`src/rtl/buzzer_sfx_scheduler.sv`:
```
// buzzer_sfx_scheduler: fixed-priority sound-effect sequencer for the buzzer tone generator.
// Three event requesters (jump < score < game-over) share one buzzer. The selected effect's note
// table is played as scale codes held for whole duration ticks, with optional silent gaps
// between notes. A higher-priority request preempts the effect that is playing.
module buzzer_sfx_scheduler #(
    parameter int TICK_DIV  = 2_500_000,
    parameter int GAP_TICKS = 1
) (
    input  logic       clk,
    input  logic       rst,
    input  logic [2:0] i_req,
    input  logic       i_mute,
    output logic [5:0] o_music_scale,
    output logic       o_busy,
    output logic [1:0] o_effect,
    output logic       o_done
);

    localparam int            CW       = (TICK_DIV > 1) ? $clog2(TICK_DIV) : 1;
    localparam logic [CW-1:0] CYC_LAST = CW'(TICK_DIV - 1);
    localparam logic [3:0]    GAP_LAST = (GAP_TICKS > 0) ? 4'(GAP_TICKS - 1) : 4'd0;

    typedef enum logic [1:0] {IDLE, NOTE, GAP} state_t;

    typedef struct packed {
        logic [5:0] scale;
        logic [3:0] ticks;
        logic       last;
    } note_t;

    // Effect note ROM, indexed by effect id and note position within the effect
    function automatic note_t note_rom(input logic [1:0] eff, input logic [1:0] idx);
        note_t n;
        n = '{scale: 6'd0, ticks: 4'd1, last: 1'b1};
        case ({eff, idx})
            4'b01_00: n = '{scale: 6'd15, ticks: 4'd4,  last: 1'b0};
            4'b01_01: n = '{scale: 6'd17, ticks: 4'd4,  last: 1'b1};
            4'b10_00: n = '{scale: 6'd13, ticks: 4'd3,  last: 1'b0};
            4'b10_01: n = '{scale: 6'd17, ticks: 4'd3,  last: 1'b0};
            4'b10_10: n = '{scale: 6'd20, ticks: 4'd6,  last: 1'b1};
            4'b11_00: n = '{scale: 6'd20, ticks: 4'd6,  last: 1'b0};
            4'b11_01: n = '{scale: 6'd17, ticks: 4'd6,  last: 1'b0};
            4'b11_10: n = '{scale: 6'd13, ticks: 4'd6,  last: 1'b0};
            4'b11_11: n = '{scale: 6'd8,  ticks: 4'd12, last: 1'b1};
            default:  ;
        endcase
        return n;
    endfunction

    state_t        state_q, state_d;
    logic [1:0]    eff_q, eff_d;
    logic [1:0]    idx_q, idx_d;
    logic [CW-1:0] cyc_q, cyc_d;
    logic [3:0]    tick_q, tick_d;
    logic [5:0]    scale_q, scale_d;
    logic          busy_q, busy_d;
    logic          done_q, done_d;

    note_t      cur_note, nxt_note;
    logic [1:0] req_id;
    logic       cyc_end;

    // Next-state: arbitration/preemption, note and gap timing, registered output values
    always_comb begin
        state_d  = state_q;
        eff_d    = eff_q;
        idx_d    = idx_q;
        cyc_d    = cyc_q;
        tick_d   = tick_q;
        done_d   = 1'b0;
        cur_note = note_rom(eff_q, idx_q);
        cyc_end  = (cyc_q == CYC_LAST);

        if (i_req[2])      req_id = 2'd3;
        else if (i_req[1]) req_id = 2'd2;
        else if (i_req[0]) req_id = 2'd1;
        else               req_id = 2'd0;

        // eff_q is 0 in IDLE, so one compare covers both new starts and strict preemption
        if (req_id > eff_q) begin
            state_d = NOTE;
            eff_d   = req_id;
            idx_d   = 2'd0;
            cyc_d   = '0;
            tick_d  = 4'd0;
        end else begin
            case (state_q)
                NOTE: begin
                    if (!cyc_end) begin
                        cyc_d = cyc_q + 1'b1;
                    end else begin
                        cyc_d = '0;
                        if (tick_q != cur_note.ticks - 4'd1) begin
                            tick_d = tick_q + 4'd1;
                        end else begin
                            tick_d = 4'd0;
                            if (cur_note.last) begin
                                state_d = IDLE;
                                eff_d   = 2'd0;
                                idx_d   = 2'd0;
                                done_d  = 1'b1;
                            end else if (GAP_TICKS > 0) begin
                                state_d = GAP;
                            end else begin
                                idx_d = idx_q + 2'd1;
                            end
                        end
                    end
                end
                GAP: begin
                    if (!cyc_end) begin
                        cyc_d = cyc_q + 1'b1;
                    end else begin
                        cyc_d = '0;
                        if (tick_q != GAP_LAST) begin
                            tick_d = tick_q + 4'd1;
                        end else begin
                            tick_d  = 4'd0;
                            state_d = NOTE;
                            idx_d   = idx_q + 2'd1;
                        end
                    end
                end
                default: ;
            endcase
        end

        nxt_note = note_rom(eff_d, idx_d);
        scale_d  = (state_d == NOTE && !i_mute) ? nxt_note.scale : 6'd0;
        busy_d   = (state_d != IDLE);
    end

    // State, counters and registered outputs; reset discards any effect in flight
    always_ff @(posedge clk or posedge rst) begin
        if (rst) begin
            state_q <= IDLE;
            eff_q   <= 2'd0;
            idx_q   <= 2'd0;
            cyc_q   <= '0;
            tick_q  <= 4'd0;
            scale_q <= 6'd0;
            busy_q  <= 1'b0;
            done_q  <= 1'b0;
        end else begin
            state_q <= state_d;
            eff_q   <= eff_d;
            idx_q   <= idx_d;
            cyc_q   <= cyc_d;
            tick_q  <= tick_d;
            scale_q <= scale_d;
            busy_q  <= busy_d;
            done_q  <= done_d;
        end
    end

    assign o_music_scale = scale_q;
    assign o_busy        = busy_q;
    assign o_effect      = eff_q;
    assign o_done        = done_q;

endmodule
```
`config.mk`:
```
export PLATFORM = sky130hd
export DESIGN_NAME = buzzer_sfx_scheduler
export DESIGN_NICKNAME = d
export VERILOG_FILES = /design/src/rtl/buzzer_sfx_scheduler.sv
export SDC_FILE = /design/constraint.sdc
export NUM_CORES = 1
export LEC_CHECK = 0
export BUFFER_PORTS_ARGS = -buffer_cell sky130_fd_sc_hd__buf_4
export CAP_MARGIN = 20
export CORE_UTILIZATION = 30
export DETAILED_ROUTE_END_ITERATION = 12
export PLACE_DENSITY_LB_ADDON = 0.25
export SLEW_MARGIN = 20
export SYNTH_ARGS = -nofsm -noshare
export SYNTH_HDL_FRONTEND = slang
export SYNTH_SLANG_ARGS = --single-unit
```
`constraint.sdc`:
```
create_clock -name clk -period 9.45 [get_ports clk]
set_input_delay 0.4725 -clock clk [delete_from_list [all_inputs] [get_ports clk]]
set_output_delay 0.4725 -clock clk [all_outputs]
set_load 0.005 [all_outputs]
```
==> results.cfg <==
[cts]
cts-buffers-inserted = 5
post_cts_resized = 0
clkLatencyLatePin_ns = 0.30
cts_max_level = 2
clk_pin_slew_ns = 0.09
cts_sinks = 39
cts_setup_buffers = 0
root_buffer = clkbuf_8
clockBufferDepth = 2
postCtsHoldBufs = 0
cts_tree = yes

[die]
die_w_um = 93.8
dieArea_sq_um = 8800
initial_utilization_pct = 30.9
num_rows = 33
io_pins = 16
coreArea_sq_um = 8180
die_y_um = 93.8

[critical_path]
critPathLaunch = idx_q[0]$_DFF_PP0_
r2r_start = idx_q[0]$_DFF_PP0_
crit_fanout = 6
rrSetupSlack_ns = 5.83
reg2reg_to = o_music_scale[3]$_DFF_PP0_
crit_type = register to register
ff2ff_path_depth = 13
crit_required_ns = 9.68
crit_end = o_music_scale[3]$_DFF_PP0_
start_kind = register
critPathArrivalTime_ns = 3.85
endpoint_kind = register

[timing]
setup_violations = 0
worst_slack_ns = 5.83
min_period_ns = 3.62
max_freq_mhz = 276
hold_viol_final = 0
fin_skew_ns = 0.00873
fin_setup_tns_ns = 0
worst_slew_pin_slew_ns = 0.807
maxSlewViolCount = 0
period_share_pct = 38.3
rsz0062_at_grt = no
max_slew_margin_pct = 46.1

[synthesis]
async_flop_share_pct = 100
synth_nets = 310
synth_edf_count = 0
ys_warn_count = 0
avgSynthCellArea_sq_um = 8.66
ys_types = 54
synth.yosys.seq_area_share_pct = 38.6
synthFlopType = dfrtp_1
synthCells = 292
synth_seq_cells = 39
synth_area_sq_um = 2530

[layout]
drive_gt1_share_pct = 12.8
design_area_sq_um = 2830
final_cell_mix = nand2_1 (39), dfrtp_1 (39), o21ai_0 (31), nor2_1 (24), buf_4 (16)
fin_nets = 322
final_cells = 410
synthToLayoutAreaGrowth_pct = 12.1
diodes = 0

[run_status]
status = completed

[detailed_routing]
wl_met3_um = 182
wl_met1_mm = 2.87
topRoutingLayerUsed = met4
drt_iter0_markers = 78
drt-total-wl_mm = 5.64
wl_per_cell_um = 13.8
route.met2.wl_mm = 2.50
drt-pass1-iter-count = 4
routed_via_density = 5.21
vias = 2136
drt.antenna.violating_nets = 0
route.detailed.drc = 0

[grt]
antenna_found_initial = 0
grt_max_degree = 40
globalRouteOverflowTotal = 0
grt_pass1_wl_mm = 9.68
grt_use_total_pct = 14.1
first_global_vias = 1986

[place]
gp_congestion = 0.810
dp_slack_ns = 5.85
postPlaceCellArea_sq_um = 2730
dp_cells = 402
hpwl_mm = 4.00
io_buffer_count = 14

[power]
p_seq_share_pct = 31.6
p_leak_nw = 1.24
power_frac_comb_pct = 49.4
p_int_mw = 0.390
clockPowerShare_pct = 19.0
vdd_drop_max_uv = 72.8
powerDensity_nw_per_um2 = 245
switchingPower_mw = 0.305
swShare_pct = 43.9

[flow_run]
drv_cap = 0

[min_path]
hold_class = input pin to async pin
area by class of cell:
cell class	instances	area, sq um
fillers	876	5340
clock inverters	1	7.51
flip-flops and latches	39	976
clock buffers	7	96.3
multi-input cells	228	1450
well taps	105	131
repair buffers	16	120
inverters	14	52.6
flip-flops by register name (all words and copies together), names as in the netlist:
name and cells:
o_done 1, o_effect 2, cyc_q 22, idx_q 2, state_q 2, tick_q 4, o_busy 1, o_music_scale 5
per-layer routing:
layer,global-route usage (%),vias up
met4,5.77,0
met5,0,-
met3,2.75,7
li1,-,1066
met1,19.7,1035
met2,21.3,28
worst max-delay path, cell delays in order (launching register included):
cell	delay (ns)
dfrtp_1	0.44
inv_1	0.13
ha_1	0.25
nor4bb_1	0.51
nor3_1	0.09
inv_1	0.07
ha_1	0.23
xor2_1	0.13
nand2_1	0.11
or4_4	0.58
o31ai_4	0.35
inv_2	0.11
or3_1	0.37
a31oi_1	0.17
Yosys cell counts (all sizes together) (3+ instances only):
| cell type | n | area, sq um |
|---|---|---|
| o21ai | 32 | 160 |
| nor4 | 5 | 31.3 |
| nor2 | 24 | 90.1 |
| dfrtp | 39 | 976 |
| nand4 | 9 | 56.3 |
| nand3 | 7 | 35.0 |
| xor2 | 10 | 87.6 |
| o31ai | 6 | 58.8 |
| and3 | 8 | 50.1 |
| and2 | 6 | 37.5 |
| a31oi | 4 | 25.0 |
| and4 | 3 | 26.3 |
| ha | 12 | 150 |
| nor3 | 4 | 20.0 |
| nand2 | 39 | 146 |
| nor2b | 5 | 31.3 |
| a21oi | 11 | 55.1 |
| or2 | 4 | 25.0 |
| a211oi | 3 | 32.5 |
| and4bb | 3 | 37.5 |
| buf | 3 | 20.0 |
| nor4b | 3 | 38.8 |
| inv | 14 | 52.6 |
| o21a | 4 | 30.0 |
| xnor2 | 3 | 26.3 |
| clkbuf | 8 | 30.0 |
worst min-delay path by stage:
| stage | start | to | slack [ns] |
|---|---|---|---|
| 2_1_floorplan | cyc_q[21]$_DFFE_PP0P_ | cyc_q[21]$_DFFE_PP0P_ | 0.46 |
| 3_3_place_gp | cyc_q[1]$_DFFE_PP0P_ | cyc_q[1]$_DFFE_PP0P_ | 0.50 |
| 3_5_place_dp | cyc_q[1]$_DFFE_PP0P_ | cyc_q[1]$_DFFE_PP0P_ | 0.50 |
| 4_1_cts | rst | o_music_scale[0]$_DFF_PP0_ | 0.32 |
| 5_1_grt | rst | o_music_scale[0]$_DFF_PP0_ | 0.34 |
| 6_report | rst | o_music_scale[0]$_DFF_PP0_ | 0.29 |
cells by family (layout without fill, tap and decap cells):
kind of cell | count (synthesis) | in the layout | share of synthesized area [%]
AND/OR/NAND/NOR | 131 | 131 | 28.5
AO/OA/AOI/OAI | 71 | 71 | 18.3
flip-flops | 39 | 39 | 38.6
XOR/XNOR | 13 | 13 | 4.50
buffers and inverters | 25 | 38 | 4.06
other | 1 | 1 | 0.148
adder cells (fa/ha/maj) | 12 | 12 | 5.94
power by group through the flow:
stage	Clock (mW)	Sequential [mW]	Combinational, mW
after floorplan	0	0.218	0.253
after global placement	0	0.224	0.345
after detailed placement	0	0.224	0.343
after CTS	0.135	0.220	0.346
after global routing	0.141	0.225	0.393
final	0.132	0.220	0.344
stage by stage:
step / total power, mW / hold slack, ns / utilization [%]
floorplan: 0.470 / 0.457 / -
global placement: 0.569 / 0.496 / 33.4
detailed placement: 0.567 / 0.502 / 33.4
CTS: 0.702 / 0.316 / 34.7
global route: 0.759 / 0.339 / 34.7
finish: 0.696 / 0.286 / 34.7
(Power assumes the default switching activity.)
